`config.mk`:
```
export PLATFORM = sky130hd
export DESIGN_NAME = stack_port_arbiter
export DESIGN_NICKNAME = d
export VERILOG_FILES = /design/src/rtl/stack_port_arbiter.sv
export SDC_FILE = /design/constraint.sdc
export NUM_CORES = 1
export LEC_CHECK = 0
export BUFFER_PORTS_ARGS = -buffer_cell sky130_fd_sc_hd__buf_2
export CAP_MARGIN = 0
export CORE_AREA = 2 2 97 99
export CTS_BUF_LIST = sky130_fd_sc_hd__clkbuf_8
export CTS_CLUSTER_DIAMETER = 60
export DETAILED_ROUTE_END_ITERATION = 8
export DIE_AREA = 0 0 99 101
export SLEW_MARGIN = 20
export SYNTH_ARGS = -nofsm -noshare
export SYNTH_HDL_FRONTEND = slang
export SYNTH_SLANG_ARGS = --single-unit
```
`constraint.sdc`:
```
create_clock -name clk -period 2.4 [get_ports clk]
set_clock_uncertainty 0.05 [all_clocks]
set_input_delay 0.12 -clock clk [delete_from_list [all_inputs] [get_ports clk]]
set_output_delay 0.12 -clock clk [all_outputs]
set_load 0.01 [all_outputs]
```
`src/rtl/stack_port_arbiter.sv`:
```
// ---------------------------------------------------------------------------
// stack_port_arbiter
//
// Shares port A of the stack memory between the register-fetch stage of the
// pipeline and a debug/loader host. The pipeline normally owns the port. The
// host is granted when the pipeline is idle, or when the host has waited
// starve_limit cycles, in which case the pipeline is stalled for one cycle.
//
// Host handshake: the host raises host_req and holds host_we, host_adr and
// host_wdata stable until it sees host_ack. host_ack is a one-cycle pulse in
// the cycle after the grant. host_rdata is valid only while host_ack is high.
// The host may drop or change host_req in the cycle after host_ack. Only one
// host access is outstanding at a time, so accesses complete in order.
//
// Ports
//   clk, rst            clock, asynchronous active-low reset
//   pipe_en, pipe_adr   register-fetch read request (port A)
//   pipe_stall          stalls the pipeline during a forced host grant
//   host_req, host_we   host access request and direction (1 = write)
//   host_adr            host address
//   host_wdata          host write data
//   host_ack            one-cycle completion pulse
//   host_rdata          host read data (0 for writes)
//   mem_en, mem_we      port A enable / write strobe
//   mem_adr, mem_wdata  port A address / write data
//   mem_rdata           port A read data, one cycle after mem_en
//   grant_count         number of host grants, wrapping at 16 bits
//   dbg_state           FSM state (0 = S_PIPE, 1 = S_ACK)
//   dbg_wait_cnt        current host wait counter
// ---------------------------------------------------------------------------
module stack_port_arbiter #(
    parameter int data_mem_size_in_bits = 30,
    parameter int starve_limit          = 8
) (
    input  logic                             clk,
    input  logic                             rst,
    input  logic                             pipe_en,
    input  logic [data_mem_size_in_bits-1:0] pipe_adr,
    output logic                             pipe_stall,
    input  logic                             host_req,
    input  logic                             host_we,
    input  logic [data_mem_size_in_bits-1:0] host_adr,
    input  logic [31:0]                      host_wdata,
    output logic                             host_ack,
    output logic [31:0]                      host_rdata,
    output logic                             mem_en,
    output logic                             mem_we,
    output logic [data_mem_size_in_bits-1:0] mem_adr,
    output logic [31:0]                      mem_wdata,
    input  logic [31:0]                      mem_rdata,
    output logic [15:0]                      grant_count,
    output logic                             dbg_state,
    output logic [7:0]                       dbg_wait_cnt
);

    typedef enum logic {
        S_PIPE = 1'b0,
        S_ACK  = 1'b1
    } state_t;

    localparam logic [7:0] STARVE = 8'(starve_limit);

    state_t      state;
    logic [7:0]  wait_cnt;
    logic        ack_we;      // direction of the access being acknowledged
    logic [15:0] grant_cnt_q;
    logic        grant_host;

    // rst is folded in so that no grant is visible while reset is held,
    // even though the state register already reads S_PIPE.
    assign grant_host = rst & host_req & (state == S_PIPE) &
                        (~pipe_en | (wait_cnt == STARVE));

    // Port A steering.
    always_comb begin
        mem_en    = pipe_en;
        mem_we    = 1'b0;
        mem_adr   = pipe_adr;
        mem_wdata = 32'h0;
        if (grant_host) begin
            mem_en    = 1'b1;
            mem_we    = host_we;
            mem_adr   = host_adr;
            mem_wdata = host_wdata;
        end
    end

    // Only a forced grant takes a cycle away from an active pipeline read.
    assign pipe_stall = grant_host & pipe_en;

    // The ack cycle is exactly the cycle in which the granted read returns
    // from the synchronous memory, so the read data passes straight through.
    assign host_ack   = (state == S_ACK);
    assign host_rdata = (state == S_ACK && !ack_we) ? mem_rdata : 32'h0;

    assign grant_count  = grant_cnt_q;
    assign dbg_state    = (state == S_ACK);
    assign dbg_wait_cnt = wait_cnt;

    always_ff @(posedge clk or negedge rst) begin
        if (!rst) begin
            state       <= S_PIPE;
            wait_cnt    <= 8'h0;
            ack_we      <= 1'b0;
            grant_cnt_q <= 16'h0;
        end else begin
            case (state)
                S_PIPE: begin
                    if (grant_host) begin
                        state  <= S_ACK;
                        ack_we <= host_we;
                    end
                end
                S_ACK: begin
                    state <= S_PIPE;
                end
                default: begin
                    state <= S_PIPE;
                end
            endcase

            // Wait counter measures how long the current request has been
            // refused; it stops at the limit so the grant condition holds.
            if (!host_req || grant_host) begin
                wait_cnt <= 8'h0;
            end else if (wait_cnt != STARVE) begin
                wait_cnt <= wait_cnt + 8'h1;
            end

            if (grant_host) begin
                grant_cnt_q <= grant_cnt_q + 16'h1;
            end
        end
    end

endmodule

```
Word-level counts from Yosys, hierarchy flattened
Index checks and enable logic that the tools add are counted.
- latch bits: 0
- memories: 0
- register bits after elaboration: 26
- memory bits (writable): 0
- output and inout port bits: 123
- ROM bits: 0
- word-level logic and storage cells: 30
- input port bits: 129
- add/sub/neg operators: 2
- bitwise gates (word level): 7
- equality and inequality tests: 2
- mux-type cells: 9
- magnitude comparators: 0
- multipliers: 0
- reductions and logical operators: 6
- shift-type cells: 0
- div/mod/pow operators: 0
- operator list (kind ; count):
    32-bit 2-to-1 mux ; 2
    30-bit 2-to-1 mux ; 1
    16-bit by 1-bit adder with 16-bit output, second input constant ; 1
    8-bit 2-to-1 mux ; 2
    8-bit by 1-bit adder with 8-bit output, second input constant ; 1
    8-bit by 4-bit == test with 1-bit output, second input constant ; 1
    8-bit by 4-bit inequality test with 1-bit output, second input constant ; 1
    1-bit AND ; 4
    1-bit 2-to-1 mux ; 3
    1-bit logical NOT ; 2
    1-bit NOT ; 2
    1-bit one-hot mux with 2 select lines ; 1
    2-bit AND reduction ; 1
    2-bit nonzero test ; 1
    1-bit logical AND ; 1
    1-bit logical OR ; 1
    1-bit OR ; 1

Longest topological paths before layout
- word-level depth: 5
- gate-level depth with buffers: 8
- depth with buffers taken out: 6

Least setup slack after synthesis
OpenSTA, ideal clock, no wires.
- path kind: register -> output
- start point: register wait_cnt[0] (netlist: dbg_wait_cnt[0])
- end point: output port mem_wdata[23]
- stages on the path, launching flop included: 9
- arrival: 1.686 ns
- buffers on the path: 2
- slack: 0.544 ns
- data required time: 2.230 ns
- cells stage by stage: dfrtp_1 inv_1 ha_1 and4bb_1 a21boi_4 nor2_4 buf_4 buf_4 and2_1
- cells in the longest elaborated chain, start to end: 4
- ends and longest elaborated chain (what ; line ; source):
    from (decl) ; 64 ; logic [7:0] wait_cnt;
    from (signal assigned) ; 127 ; wait_cnt <= wait_cnt + 8'h1;
    8-bit by 4-bit == test with 1-bit output ; 72 ; (~pipe_en | (wait_cnt == STARVE));
    1-bit OR ; 72 ;
    1-bit AND ; 71 ; assign grant_host = rst & host_req & (state == S_PIPE) &
    32-bit 2-to-1 mux ; 80 ; if (grant_host) begin
    to (decl) ; 49 ; output logic [31:0] mem_wdata,
Every way passes these cells.

Final worst setup path
- start point: register wait_cnt[1] (netlist: dbg_wait_cnt[1])
- end point: output port mem_adr[23]
- cells in the longest elaborated chain, start to end: 4
- ends and longest elaborated chain (what ; line ; source):
    8-bit by 4-bit == test with 1-bit output ; 72 ;
    1-bit OR ; 72 ;
    1-bit AND ; 71 ;
    30-bit 2-to-1 mux ; 80 ;
    to (decl) ; 48 ; output logic [data_mem_size_in_bits-1:0] mem_adr,
Every way passes these cells.

==> impl_metrics.toml <==
[run_status]
outcome = "completed"

[timing]
slew_violations = 0
setup_viol = 0
finalCriticalPeriod_ps = 2300
whs_ps = 33.2
finalHoldViolCount = 0
post-route-period-util_pct = 96.0
max_slew_margin_pct = 60.2
setup-tns-final_ps = 0
tightest_slew_ps = 592
setup_slack_ps = 95.4
fmax_ghz = 0.434

[logic_synthesis]
synthMuxAreaShare_pct = 17.1
ys_ff_latch = 26
yosysSeqAreaShare_pct = 30.9
yosys.area.top_type_share_pct = 30.9
synth_compound_area_share_pct = 1.60
synthXorXnorAreaFrac_pct = 8.73
synth_edf_count = 0
synth_top_cell_by_area = "dfrtp_1"
synth-simple-area-share_pct = 36.0
synth-adder-area-share_pct = 1.78
synthCells = 221
synth_top_family_by_area = "simple AND/OR/NAND/NOR gates"
synth.area.top_cells = "dfrtp_1 31%, and2_1 20%, mux2_2 17%"
syn-num-nets = 353
async_flop_share_pct = 100
synth-main-ff-cell = "dfrtp_1"
synth_cell_types = 33
avgSynthCellArea_um2 = 9.53
syn_area_mm2 = 0.00211
synth_warnings = 0

[hold_path]
hold_path_class = "input pin to flop"
whs_path_depth = 2

[clock_network]
cts_tree = "built"
clock_latency_ps = 290
cts_root_buffer = "clkbuf_8"
clock_path_buffers = 2
cts.sinks = 26
htreeDepth = 1
clkTransAtPathRegs_ps = 90
cts_buffers = 3

[power_and_ir_drop]
leakagePower_nw = 2.15
total_power_mw = 1.46
vdd_ir_drop_max_mv = 0.283
power_density_mw_per_mm2 = 395

[placed_design]
dp_hpwl_mm = 8.17
place_congestion = 0.787
port-buffer-count = 251
place_ws_ps = 377

[critical_path]
startpoint = "dbg_wait_cnt[1]"
cp_max_fo = 13
worstSetupEndpointType = "output pin"
setup.worst_path.end = "mem_adr[23]"
timing.rr.end = "dbg_wait_cnt[5]"
regToRegStartpoint = "dbg_wait_cnt[1]"
cp_data_arrival_time_ps = 2130
path_class = "flop to output pin"
ff2ff_path_depth = 7
worstPathRequired_ps = 2230
critPathLaunchType = "flop"
rrSetupSlack_ps = 470

[drt]
first_pass_iters = 4
final_antenna_net_count = 0
drtIter0Drc = 49
num_vias = 2525
via_per_inst = 4.26
drc = 0
drt-total-wl_mm = 9.90
wl_per_cell_um = 16.7

[global_route]
grt_use_total_pct = 17.1
grt_pass1_vias = 2400
gr-total-overflow = 0
grt_max_degree = 51
grt_pass1_wl_mm = 13.1
antenna_found_initial = 4

[layout]
fill_cells = 920
area_growth_pct = 75.4
drive_gt1_share_pct = 64.5
layout.nets = 612
final_core_util_pct = 41.2

[floorplanning]
dieArea_mm2 = 0.0100
floorplan.die.height_um = 101
core_area_mm2 = 0.00898
ios = 252
die_w_um = 99
start_util_pct = 23.5
rows = 35

[run]
drv_cap = 0
[cells by family (layout without fill, tap and decap cells)]
kind of cell | count (synthesis) | in the layout
simple gates | 119 | 119
buf+inv | 16 | 274
mux | 32 | 32
other cells | 0 | 3
fa+ha+maj | 3 | 3
xor+xnor | 21 | 21
compound gates | 4 | 4
flops | 26 | 26
[sequential cells by signal, indices dropped and copies added (netlist names)]
signal	flops
dbg_state	1
grant_count	16
ack_we	1
dbg_wait_cnt	8
[cell usage in the layout, fill, tap and decap left out, types with 2 or more instances in the layout]
cell type	netlist	layout
buf_2	2	251
and2_1	67	67
mux2_2	32	32
dfrtp_1	26	26
xor2_1	11	11
xnor2_1	10	10
nor2_1	8	8
buf_4	5	8
nand2_1	7	7
nand3_1	6	6
nor3_1	6	6
inv_1	4	4
nor3b_1	4	4
diode_2	0	3
nor2b_1	3	3
nand4b_1	3	3
and3_1	3	3
ha_1	3	3
clkbuf_8	0	3
nand4_1	2	2
a21oi_1	2	2
clkbuf_16	0	2
buf_6	0	2
buf_12	0	2
[metal layers]
metal  wire, µm  up-vias  share of wire [%]  GRT usage, %
met5          0        -                  0             0
met4        138        0                1.4          6.22
met3        545        7                5.5          2.43
met2       5220      105                 53          30.1
met1       3990     1155                 40          21.2
li1           -     1258                  -             -
[repair_timing]
item                                   4_1_cts  5_1_grt
setup buffers                                0        5
hold buffers                                 1        0
setup endpoints to repair                    0       30
endpoints found under the hold margin       26        0
gates resized for setup                      0        1
[worst max-delay path: stages, from the launching register on]
cell and delay, ps:
dfrtp_1 420, inv_1 70, ha_1 120, and4bb_2 270
a21boi_4 70, nor2_4 140, buf_4 140, buf_12 140
mux2_2 340, buf_2 140
[synth_stat cells (2+ instances only)]
cell type	instances
a21oi_1	2
and2_1	67
and3_1	3
buf_2	2
buf_4	5
clkbuf_1	4
dfrtp_1	26
ha_1	3
inv_1	4
mux2_2	32
nand2_1	7
nand3_1	6
nand4_1	2
nand4b_1	3
nor2_1	8
nor2b_1	3
nor3_1	6
nor3b_1	4
xnor2_1	10
xor2_1	11
[final cells by class]
class	count	area, µm²	share of cell area, %
multi-input cells	179	1370	37.2
flip-flops and latches	26	651	17.6
clock buffers	3	41.3	1.12
well taps	111	139	3.76
repair buffers	266	1440	38.9
diodes	3	7.51	0.203
inverters	4	15.0	0.406
clock inverters	1	30.0	0.812
[through the flow]
step	instance area (µm²)	cells
finish	3700	593
global route	3700	593
CTS	3570	581
floorplan	2110	221
global placement	3480	576
detailed placement	3480	576
[power breakdown]
group          leakage (nW)  internal (mW)  switching, mW
Clock                0.0357          0.224          0.160
Combinational          1.78          0.279          0.239
Sequential            0.339          0.493         0.0642
Total                  2.15          0.996          0.464
[worst min-delay path by stage]
stage	endpoint	from	slack, ps
2_1_floorplan	ack_we	rst	-230
3_3_place_gp	grant_count[11]	rst	160
3_5_place_dp	grant_count[15]	rst	150
4_1_cts	ack_we	host_we	30
5_1_grt	ack_we	host_we	40
6_report	ack_we	host_we	30
No activity file was read; power rests on OpenSTA's default activity.
